==> src/rtl/mtl_pkg.sv <==
// Shared MTL display types: frame geometry, pixel word, feeder FSM states, underflow colours.
package mtl_pkg;
    localparam int H_ACTIVE = 800;
    localparam int V_ACTIVE = 480;

    typedef logic [31:0] pixel_t;

    typedef enum logic [2:0] {
        ST_IDLE,
        ST_FETCH,
        ST_WAIT_DATA,
        ST_DONE,
        ST_FLUSH
    } feeder_state_t;

    localparam pixel_t UF_COLOR_DBG = 32'h00FF00FF;
    localparam pixel_t UF_COLOR_STD = 32'h00000000;
endpackage

==> src/rtl/mtl_pixel_feeder_if.sv <==
// Burst read port between the pixel feeder (master) and the SDRAM/MMU (slave).
interface mtl_pixel_feeder_if #(
    parameter int ADDR_W = 24
);
    logic              oMEM_REQ;
    logic [ADDR_W-1:0] oMEM_ADDR;
    logic              iMEM_ACK;
    logic              iMEM_VALID;
    logic [31:0]       iMEM_DATA;

    modport master (output oMEM_REQ, output oMEM_ADDR,
                    input  iMEM_ACK, input iMEM_VALID, input iMEM_DATA);
    modport slave  (input  oMEM_REQ, input oMEM_ADDR,
                    output iMEM_ACK, output iMEM_VALID, output iMEM_DATA);
endinterface

==> src/rtl/mtl_pixel_fifo.sv <==
// Show-ahead FIFO: head is combinational from storage; flush beats a same-cycle push or pop.
module mtl_pixel_fifo
    import mtl_pkg::*;
#(
    parameter int DEPTH = 64,
    localparam int AW   = $clog2(DEPTH)
) (
    input  logic    clk,
    input  logic    rst,
    input  logic    flush_i,
    input  logic    push_i,
    input  logic    pop_i,
    input  pixel_t  din_i,
    output pixel_t  head_o,
    output logic    empty_o,
    output logic [AW:0] count_o
);
    pixel_t        mem_q [DEPTH];
    logic [AW-1:0] wr_q, wr_d, rd_q, rd_d;
    logic [AW:0]   cnt_q, cnt_d;
    logic          do_push, do_pop;

    always_comb begin
        do_push = push_i && !flush_i;
        do_pop  = pop_i && !flush_i && (cnt_q != '0);
        wr_d    = wr_q;
        rd_d    = rd_q;
        cnt_d   = cnt_q;
        if (flush_i) begin
            wr_d  = '0;
            rd_d  = '0;
            cnt_d = '0;
        end else begin
            if (do_push) wr_d = wr_q + AW'(1);
            if (do_pop)  rd_d = rd_q + AW'(1);
            cnt_d = cnt_q + (AW+1)'(do_push) - (AW+1)'(do_pop);
        end
    end

    always_ff @(posedge clk or posedge rst) begin
        if (rst) begin
            wr_q  <= '0;
            rd_q  <= '0;
            cnt_q <= '0;
        end else begin
            wr_q  <= wr_d;
            rd_q  <= rd_d;
            cnt_q <= cnt_d;
        end
    end

    // Storage needs no reset: cnt_q gates every read of it.
    always_ff @(posedge clk) begin
        if (do_push) mem_q[wr_q] <= din_i;
    end

    assign head_o  = mem_q[rd_q];
    assign empty_o = (cnt_q == '0);
    assign count_o = cnt_q;
endmodule

==> src/rtl/mtl_pixel_feeder.sv <==
// Frame-buffer reader: bursts one frame per iNew_Frame into a show-ahead FIFO popped by the LCD.
// MTL_FEEDER_UNDERFLOW_DBG_EN selects magenta underflow colour and a saturating underflow counter.
module mtl_pixel_feeder #(
    parameter int FRAME_BASE = 0,
    parameter int H_ACTIVE   = mtl_pkg::H_ACTIVE,
    parameter int V_ACTIVE   = mtl_pkg::V_ACTIVE,
    parameter int BURST_LEN  = 16,
    parameter int FIFO_DEPTH = 64,
    parameter int ADDR_W     = 24
) (
    input  logic        iCLK,
    input  logic        iRST,
    input  logic        iNew_Frame,
    input  logic        iRead_en,
    output logic [31:0] oREAD_DATA,
    output logic        oUNDERFLOW,
    output logic [15:0] oUNDERFLOW_CNT,
    mtl_pixel_feeder_if.master mem_if
);
    import mtl_pkg::*;

    localparam int FRAME_WORDS = H_ACTIVE * V_ACTIVE;
    localparam int WL_W        = $clog2(FRAME_WORDS + 1);
    localparam int BO_W        = $clog2(BURST_LEN + 1);
    localparam int FC_W        = $clog2(FIFO_DEPTH) + 1;
    localparam int RS_W        = FC_W + 1;

`ifdef MTL_FEEDER_UNDERFLOW_DBG_EN
    localparam pixel_t UF_COLOR = UF_COLOR_DBG;
`else
    localparam pixel_t UF_COLOR = UF_COLOR_STD;
`endif

    feeder_state_t     state_q, state_d;
    logic              req_q, req_d;
    logic [ADDR_W-1:0] addr_q, addr_d;
    logic [WL_W-1:0]   words_q, words_d;
    logic [BO_W-1:0]   beats_q, beats_d;
    logic              uf_q, uf_d;

    logic              fifo_push, fifo_pop, fifo_empty;
    logic [FC_W-1:0]   fifo_count;
    pixel_t            fifo_head;
    logic [RS_W-1:0]   reserved;
    logic              req_ok, uf_ev;

    assign fifo_pop = iRead_en && !fifo_empty;
    assign uf_ev    = iRead_en && fifo_empty;
    assign reserved = RS_W'(fifo_count) + RS_W'(beats_q);
    assign req_ok   = (words_q != '0) && (reserved <= RS_W'(FIFO_DEPTH - BURST_LEN));

    mtl_pixel_fifo #(.DEPTH(FIFO_DEPTH)) u_fifo (
        .clk     (iCLK),
        .rst     (iRST),
        .flush_i (iNew_Frame),
        .push_i  (fifo_push),
        .pop_i   (fifo_pop),
        .din_i   (mem_if.iMEM_DATA),
        .head_o  (fifo_head),
        .empty_o (fifo_empty),
        .count_o (fifo_count)
    );

    always_comb begin
        state_d   = state_q;
        req_d     = req_q;
        addr_d    = addr_q;
        words_d   = words_q;
        beats_d   = beats_q;
        uf_d      = uf_q || uf_ev;
        fifo_push = 1'b0;
        case (state_q)
            ST_FETCH: begin
                if (req_q) begin
                    if (mem_if.iMEM_ACK) begin
                        req_d   = 1'b0;
                        addr_d  = addr_q + ADDR_W'(BURST_LEN);
                        words_d = words_q - WL_W'(BURST_LEN);
                        beats_d = BO_W'(BURST_LEN);
                        state_d = ST_WAIT_DATA;
                    end
                end else if (req_ok) begin
                    req_d = 1'b1;
                end
            end
            ST_WAIT_DATA: begin
                if (mem_if.iMEM_VALID) begin
                    fifo_push = 1'b1;
                    beats_d   = beats_q - BO_W'(1);
                    if (beats_q == BO_W'(1)) state_d = (words_q == '0) ? ST_DONE : ST_FETCH;
                end
            end
            ST_FLUSH: begin
                if (beats_q == '0) begin
                    state_d = ST_FETCH;
                end else if (mem_if.iMEM_VALID) begin
                    beats_d = beats_q - BO_W'(1);
                    if (beats_q == BO_W'(1)) state_d = ST_FETCH;
                end
            end
            default: ;
        endcase

        if (iNew_Frame) begin
            words_d   = WL_W'(FRAME_WORDS);
            addr_d    = ADDR_W'(FRAME_BASE);
            uf_d      = 1'b0;
            fifo_push = 1'b0;
            // Any burst still owed by memory must drain before the new frame may request.
            if (state_q == ST_WAIT_DATA || state_q == ST_FLUSH ||
                (state_q == ST_FETCH && req_q && mem_if.iMEM_ACK)) begin
                state_d = ST_FLUSH;
                req_d   = 1'b0;
            end else begin
                state_d = ST_FETCH;
                beats_d = '0;
                req_d   = !(state_q == ST_FETCH && req_q);
            end
        end
    end

    always_ff @(posedge iCLK or posedge iRST) begin
        if (iRST) begin
            state_q <= ST_IDLE;
            req_q   <= 1'b0;
            addr_q  <= ADDR_W'(FRAME_BASE);
            words_q <= '0;
            beats_q <= '0;
            uf_q    <= 1'b0;
        end else begin
            state_q <= state_d;
            req_q   <= req_d;
            addr_q  <= addr_d;
            words_q <= words_d;
            beats_q <= beats_d;
            uf_q    <= uf_d;
        end
    end

`ifdef MTL_FEEDER_UNDERFLOW_DBG_EN
    logic [15:0] uf_cnt_q, uf_cnt_d;

    always_comb begin
        uf_cnt_d = uf_cnt_q;
        if (uf_ev && uf_cnt_q != 16'hFFFF) uf_cnt_d = uf_cnt_q + 16'd1;
    end

    always_ff @(posedge iCLK or posedge iRST) begin
        if (iRST) uf_cnt_q <= '0;
        else      uf_cnt_q <= uf_cnt_d;
    end

    assign oUNDERFLOW_CNT = uf_cnt_q;
`else
    assign oUNDERFLOW_CNT = '0;
`endif

    assign mem_if.oMEM_REQ  = req_q;
    assign mem_if.oMEM_ADDR = addr_q;
    assign oUNDERFLOW       = uf_q;
    assign oREAD_DATA       = fifo_empty ? UF_COLOR : fifo_head;
endmodule

==> src/flat_wrapper.sv <==
// flat-port wrapper written by rule: the top's interface ports become plain ports
module mtl_pixel_feeder_flat import mtl_pkg::*;
#(
    parameter int FRAME_BASE = 0,
    parameter int H_ACTIVE   = mtl_pkg::H_ACTIVE,
    parameter int V_ACTIVE   = mtl_pkg::V_ACTIVE,
    parameter int BURST_LEN  = 16,
    parameter int FIFO_DEPTH = 64,
    parameter int ADDR_W     = 24
)
  (iCLK, iRST, iNew_Frame, iRead_en, oREAD_DATA, oUNDERFLOW, oUNDERFLOW_CNT, mem_if_oMEM_REQ, mem_if_oMEM_ADDR, mem_if_iMEM_ACK, mem_if_iMEM_VALID, mem_if_iMEM_DATA);
  mtl_pixel_feeder_if #(.ADDR_W(ADDR_W)) mem_if_i ();
  input  logic iCLK;
  input  logic iRST;
  input  logic iNew_Frame;
  input  logic iRead_en;
  output logic [31:0] oREAD_DATA;
  output logic oUNDERFLOW;
  output logic [15:0] oUNDERFLOW_CNT;
  output wire logic [$bits(mem_if_i.oMEM_REQ)-1:0] mem_if_oMEM_REQ;
  output wire logic [$bits(mem_if_i.oMEM_ADDR)-1:0] mem_if_oMEM_ADDR;
  input wire logic [$bits(mem_if_i.iMEM_ACK)-1:0] mem_if_iMEM_ACK;
  input wire logic [$bits(mem_if_i.iMEM_VALID)-1:0] mem_if_iMEM_VALID;
  input wire logic [$bits(mem_if_i.iMEM_DATA)-1:0] mem_if_iMEM_DATA;
  assign mem_if_oMEM_REQ = mem_if_i.oMEM_REQ;
  assign mem_if_oMEM_ADDR = mem_if_i.oMEM_ADDR;
  assign mem_if_i.iMEM_ACK = mem_if_iMEM_ACK;
  assign mem_if_i.iMEM_VALID = mem_if_iMEM_VALID;
  assign mem_if_i.iMEM_DATA = mem_if_iMEM_DATA;
  mtl_pixel_feeder #(.FRAME_BASE(FRAME_BASE), .H_ACTIVE(H_ACTIVE), .V_ACTIVE(V_ACTIVE), .BURST_LEN(BURST_LEN), .FIFO_DEPTH(FIFO_DEPTH), .ADDR_W(ADDR_W)) u_core (.iCLK(iCLK), .iRST(iRST), .iNew_Frame(iNew_Frame), .iRead_en(iRead_en), .oREAD_DATA(oREAD_DATA), .oUNDERFLOW(oUNDERFLOW), .oUNDERFLOW_CNT(oUNDERFLOW_CNT), .mem_if(mem_if_i));
endmodule
==> config.mk <==
export PLATFORM = sky130hd
export DESIGN_NAME = mtl_pixel_feeder_flat
export DESIGN_NICKNAME = d
export VERILOG_FILES = /design/src/rtl/mtl_pkg.sv /design/src/rtl/mtl_pixel_feeder_if.sv /design/src/rtl/mtl_pixel_fifo.sv /design/src/rtl/mtl_pixel_feeder.sv /design/src/flat_wrapper.sv
export SDC_FILE = /design/constraint.sdc
export NUM_CORES = 2
export LEC_CHECK = 0
export BUFFER_PORTS_ARGS = -buffer_cell sky130_fd_sc_hd__buf_2
export CORE_AREA = 5 5 392 394
export CTS_BUF_LIST = sky130_fd_sc_hd__clkbuf_2 sky130_fd_sc_hd__clkbuf_4 sky130_fd_sc_hd__clkbuf_8
export DETAILED_ROUTE_END_ITERATION = 8
export DIE_AREA = 0 0 397 399
export PLACE_DENSITY = 0.83
export SKIP_CTS_REPAIR_TIMING = 1
export SYNTH_ARGS = -nofsm -noshare
export SYNTH_HDL_FRONTEND = slang
export SYNTH_SLANG_ARGS = --single-unit
export TNS_END_PERCENT = 5
==> constraint.sdc <==
create_clock -name iCLK -period 5.1 [get_ports iCLK]
set_clock_uncertainty 0.15 [all_clocks]
set_input_delay 0.51 -clock iCLK [delete_from_list [all_inputs] [get_ports iCLK]]
set_output_delay 0.51 -clock iCLK [all_outputs]
set_load 0.02 [all_outputs]
### Yosys cells after proc, flatten, opt, wreduce, memory -nomap -nowiden

Memories as Yosys holds them, arrays and structs flattened.
Index checks and enable logic that the tools add are counted.

| word-level totals | value |
|---|---|
| register bits | 72 |
| memories | 1 |
| memory bits (writable) | 2048 |
| word-level logic and storage cells | 100 |

| cells by class | value |
|---|---|
| $lt $le $gt $ge | 1 |
| muxes and demuxes | 44 |
| add/subtract/negate cells | 8 |
| reduce and logical (&&, ||, !) cells | 27 |
| equality and inequality tests | 10 |

Memory list:

| name | depth | bits a word | rd ports | clocked after memory_dff | wr ports | RTL line | source |
|---|---|---|---|---|---|---|---|
| u_core.u_fifo.mem_q | 64 | 32 | 1 | 0 | 1 | mtl_pixel_fifo.sv:18 | `pixel_t mem_q [DEPTH];` |

Operators by type and width:

| cell | number |
|---|---|
| 24-bit 2-to-1 mux | 4 |
| 19-bit 2-to-1 mux | 4 |
| 32-bit 2-to-1 mux | 1 |
| 5-bit 2-to-1 mux | 6 |
| 3-bit 2-to-1 mux | 9 |
| 24-bit by 5-bit adder with 24-bit output (second input constant) | 1 |
| 6-bit 2-to-1 mux | 4 |
| 19-bit logical NOT | 1 |
| 19-bit nonzero test | 1 |
| 19-bit by 5-bit subtractor with 19-bit output (second input constant) | 1 |
| 5-bit one-hot mux with 3 select lines | 1 |
| 6-bit by 1-bit adder with 6-bit output (second input constant) | 2 |
| 1-bit 2-to-1 mux | 12 |
| 2-bit nonzero test | 5 |
| 3-bit one-hot mux with 3 select lines | 1 |
| 7-bit by 5-bit adder with 8-bit output | 1 |
| 8-bit by 6-bit <= comparator with 1-bit output (second input constant) | 1 |
| 1-bit logical AND | 8 |
| 7-bit by 1-bit adder with 7-bit output | 1 |
| 7-bit logical NOT | 1 |
| 7-bit 2-to-1 mux | 1 |
| 7-bit AND reduction | 1 |
| 7-bit nonzero test | 1 |
| 7-bit by 1-bit subtractor with 7-bit output | 1 |
| 15 further kinds | 21 |

### Depth between registers and ports, before layout

| depth | value |
|---|---|
| word-level depth | 7 |
| mapped depth | 18 |
| depth with buffers taken out | 16 |

### Hierarchy

Synthesis repeated with hierarchy kept, for this count alone.

| second synthesis, totals | value |
|---|---|
| cell total of the unflattened synthesis | 3893 |
| area total of the unflattened synthesis | 82505.4 um2 |

By module, submodules not included:

| module | cells each | instances | area an instance (um2) |
|---|---|---|---|
| mtl_pixel_fifo | 3523 | 1 | 79293.5 |
| mtl_pixel_feeder | 370 | 1 | 3211.8 |

### Least setup slack after synthesis

No wires, ideal clock.

| path | value |
|---|---|
| path kind | register to register |
| start | reg u_core.state_q[2] |
| end | mem u_core.u_fifo.mem_q[34][0] in the netlist's numbering (enable) |
| cell stages (with the launch flop) | 6 |
| library setup time | 0.468 ns |
| path buffers | 0 |
| setup slack | 0.490 ns |
| required time | 4.482 ns |
| arrival time | 3.992 ns |
| path through | dfrtp_1 nand2b_1 nor3b_2 nor2b_1 nand3_1 nor3b_1 |

| between the ends | value |
|---|---|
| cells in the longest elaborated chain, start to end | 6 |

RTL lines:

| item | RTL line | source |
|---|---|---|
| start, declared | mtl_pixel_feeder.sv:34 | `feeder_state_t state_q, state_d;` |
| start signal, assigned | mtl_pixel_feeder.sv:131 | `state_q <= state_d;` |
| 3-bit by 2-bit == test with 1-bit output | mtl_pixel_feeder.sv:72 | `case (state_q)` |
| 1-bit 2-to-1 mux | mtl_pixel_feeder.sv:72 |  |
| 1-bit 2-to-1 mux | mtl_pixel_feeder.sv:104 | `if (iNew_Frame) begin` |
| 1-bit logical AND | mtl_pixel_fifo.sv:24 | `do_push = push_i && !flush_i;` |
| 1-bit 2-to-1 mux | mtl_pixel_fifo.sv:54 | `if (do_push) mem_q[wr_q] <= din_i;` |
| 1-bit 2-to-1 mux (implied by the code) | mtl_pixel_fifo.sv:54 |  |
| end, declared | mtl_pixel_fifo.sv:18 |  |

Every way passes these cells.

### Worst setup path in the final report

| path | value |
|---|---|
| start | reg u_core.u_fifo.rd_q[3] |
| end | out oREAD_DATA[31] |

| between the ends | value |
|---|---|
| cells in the longest elaborated chain, start to end | 2 |

RTL lines:

| item | RTL line | source |
|---|---|---|
| start, declared | mtl_pixel_fifo.sv:19 | `logic [AW-1:0] wr_q, wr_d, rd_q, rd_d;` |
| start signal, assigned | mtl_pixel_fifo.sv:47 | `rd_q <= rd_d;` |
| memory read 64 x 32 bit | - |  |
| 32-bit 2-to-1 mux | mtl_pixel_feeder.sv:161 | `assign oREAD_DATA = fifo_empty ? UF_COLOR : fifo_head;` |
| end, declared | flat_wrapper.sv:17 | `output logic [31:0] oREAD_DATA;` |

Every way passes these cells.

==> flow_summary.toml <==
[power_and_ir_drop]
max-vdd-ir-drop_mv = 0.3044
powerDensity_nw_per_um2 = 425.2
p_leak_nw = 28.58

[placed_design]
gp_congestion = 0.8206
placed_cell_area_sq_um = 85800
portBuffers = 91
detailed_place_hpwl_um = 110100

[die]
die_x_um = 397
io_pins = 112
die-height_um = 399
coreArea_sq_um = 149400
dieArea_sq_um = 158400
core.rowCount = 142
initial_core_util = 0.5470

[clock_network]
tritoncts = "done"
clk_latency_ps = 1000
clk_pin_slew_worst_paths_ps = 60
cts_made_buffers = 318
clock_tree.root_cell = "clkbuf_8"
h-tree-depth = 5
clk_path_buf_depth = 4
cts.sinks = 2112

[critical_path]
cp.arrival_ps = 4400
path_max_fanout = 17
cp-end-kind = "primary output"
reg2regPathDepth = 6
worstReg2RegStart = "u_core.state_q[2]"
worst-setup-path-type = "flip-flop to primary output"
start_kind = "flip-flop"
required_ps = 4440
r2r_slack_ps = 930
reg2reg_to = "u_core.u_fifo.mem_q[14][0]"

[min_path]
min_from = "mem_if_iMEM_DATA[20]"
hold-path-endpoint = "u_core.u_fifo.mem_q[26][20]"
worstHoldPathCells = 2
hold_path.class = "input pin to flip-flop"

[grt]
grt_antenna_before_repair = 16
overflow = 0
grt_pass1_vias = 42340
grt_pass1_wl_um = 289900
grt_max_degree = 82
gr-usage-all-layers = 0.2552

[cells_and_area]
num-nets-final = 4188
multiInputGateArea_sq_um = 18080
final_common_cell = "edfxtp_1"
drive_above_1_share = 0.3234
final_cell_mix = "2048 x edfxtp_1, 521 x mux4_2, 327 x clkbuf_8"
synthToLayoutAreaGrowth_pct = 12.61
seq_area_sq_um = 63110
final_area_sq_um = 92040
fill_cells = 9248

[timing]
worst_hold_slack_ps = 69.49
slew_headroom = 0.05317
min_period_over_period = 0.9927
finalCriticalPeriod_ps = 5063
worst_slew_pin_slew_ps = 1420
setup_violations = 0
maxClockFrequency_ghz = 0.1975
hold_viol = 0
slew_viol_final = 0

[route]
drt_iter0_drc = 6581
dr.pass1.iters = 8
ant_nets = 0
drt_wl_total_um = 203000
drc_errors = 0
vias = 41760
drt-vias-per-instance = 6.552
wl_per_cell_um = 31.85

[flow_run]
cap_violations = 0

[synth]
syn-mean-instance-area_sq_um = 21.95
synth_compound_area_frac = 0.02076
synth_top_family_by_area = "multiplexers"
synth_ff_type = "edfxtp_1"
synth_cells = 3724
yosys.area_share.simple = 0.02168
yosysSeqAreaShare = 0.7720
synth_warnings = 0
async_reset_ff_frac = 0.03030
synth_adder_area_share = 0.003705
synth_cell_type_count = 57
synth-edff-count = 2048
muxShareOfSynthArea = 0.1625
synthXorXnorAreaFrac = 0.005144
netlist_area_sq_um = 81730
ys_ff_latch = 2112

[status]
status = "completed"
==> synthesized netlist by cell type (all sizes together) (3+ instances only) <==
master	number	share of area
edfxtp	2048	0.75
mux4	521	0.14
buf	145	0.0099
nor2	126	0.0058
mux2i	115	0.014
nand2	87	0.0040
clkbuf	71	0.0033
o22ai	66	0.0051
dfrtp	64	0.020
a22oi	63	0.0058
nor3	51	0.0031
a21oi	48	0.0029
mux2	35	0.0048
nand3	26	0.0016
xor2	25	0.0027
a221oi	23	0.0025
o21ai	23	0.0014
xnor2	23	0.0025
ha	21	0.0032
inv	21	0.00096
a31oi	16	0.0012
nand2b	15	0.0011
nor2b	14	0.0011
and3	10	0.00077
nor4	8	0.00061
nand4	7	0.00054
or3	7	0.00054
and2	6	0.00046
a211oi	4	0.00043
or3b	4	0.00043
a21o	3	0.00028
nor3b	3	0.00034
o21bai	3	0.00028
or4	3	0.00037
==> cells by family after synthesis <==
group           count (synthesis)
fa+ha+maj                      23
simple gates                  374
compound gates                258
flops                        2112
mux                           671
xor+xnor                       48
buf+inv                       237
other cells                     1
==> layout make-up <==
cell class | count | share of cell area
clock buffer | 430 | 0.05730
inverter | 21 | 0.0008564
antenna | 6 | 0.0001631
clock inverter | 114 | 0.008102
multi-input combinational | 1394 | 0.1965
sequential | 2112 | 0.6857
timing repair buffer | 280 | 0.02401
tap | 2016 | 0.02741
==> how the worst max path moves through the flow <==
stage                          startpoint  depth (start not counted)                          to
global placement    u_core.u_fifo.rd_q[0]                          9              oREAD_DATA[20]
CTS                 u_core.u_fifo.rd_q[0]                          9              oREAD_DATA[20]
floorplan               u_core.state_q[2]                          5  u_core.u_fifo.mem_q[34][0]
finish              u_core.u_fifo.rd_q[3]                          7              oREAD_DATA[31]
detailed placement  u_core.u_fifo.rd_q[0]                          9              oREAD_DATA[20]
global route        u_core.u_fifo.rd_q[1]                          8               oREAD_DATA[4]
==> state kept, by name, summed over array words and instances (netlist names) <==
signal and flops:
u_core.u_fifo.count_o 7, u_core.mem_if.oMEM_REQ 1, u_core.beats_q 5, u_core.state_q 3
u_core.u_fifo.mem_q 2048, u_core.words_q 15, u_core.oUNDERFLOW 1, u_core.mem_if.oMEM_ADDR 20
u_core.u_fifo.rd_q 6, u_core.u_fifo.wr_q 6
==> critical path, stage by stage (launching register included) <==
cell and delay, ps:
dfrtp_2 610, buf_4 370, and3_1 980, buf_4 390, a22oi_1 90, o21ai_0 360
a21oi_1 290, buf_2 300
==> stage by stage <==
stage | power, mW | instances | worst slack, ps | utilization | setup TNS, ps
5_1_grt | 40.55 | 6368 | -47.75 | 0.6159 | -70.38
4_1_cts | 39.10 | 6356 | -313.2 | 0.6145 | -3554
3_5_place_dp | 25.95 | 5812 | 812.8 | 0.5742 | 0
2_1_floorplan | 23.88 | 3743 | 490.3 | - | 0
6_report | 39.14 | 6373 | 37.27 | 0.6160 | 0
3_3_place_gp | 25.80 | 5812 | 855.9 | 0.5742 | 0
==> routing by layer <==
layer | track usage | routed length, um | vias up
met2 | 0.3977 | 96890 | 3434
li1 | - | - | 16440
met4 | 0.09935 | 7973 | 12
met1 | 0.3432 | 68850 | 21420
met5 | 0 | 78 | -
met3 | 0.07912 | 29170 | 454
==> report_power, final <==
part / internal [mW] / switching, mW
logic: 2.93 / 3.61
registers: 19.1 / 0.136
clock network: 7.15 / 6.20
Note: power is estimated with default switching activity, not from simulation.
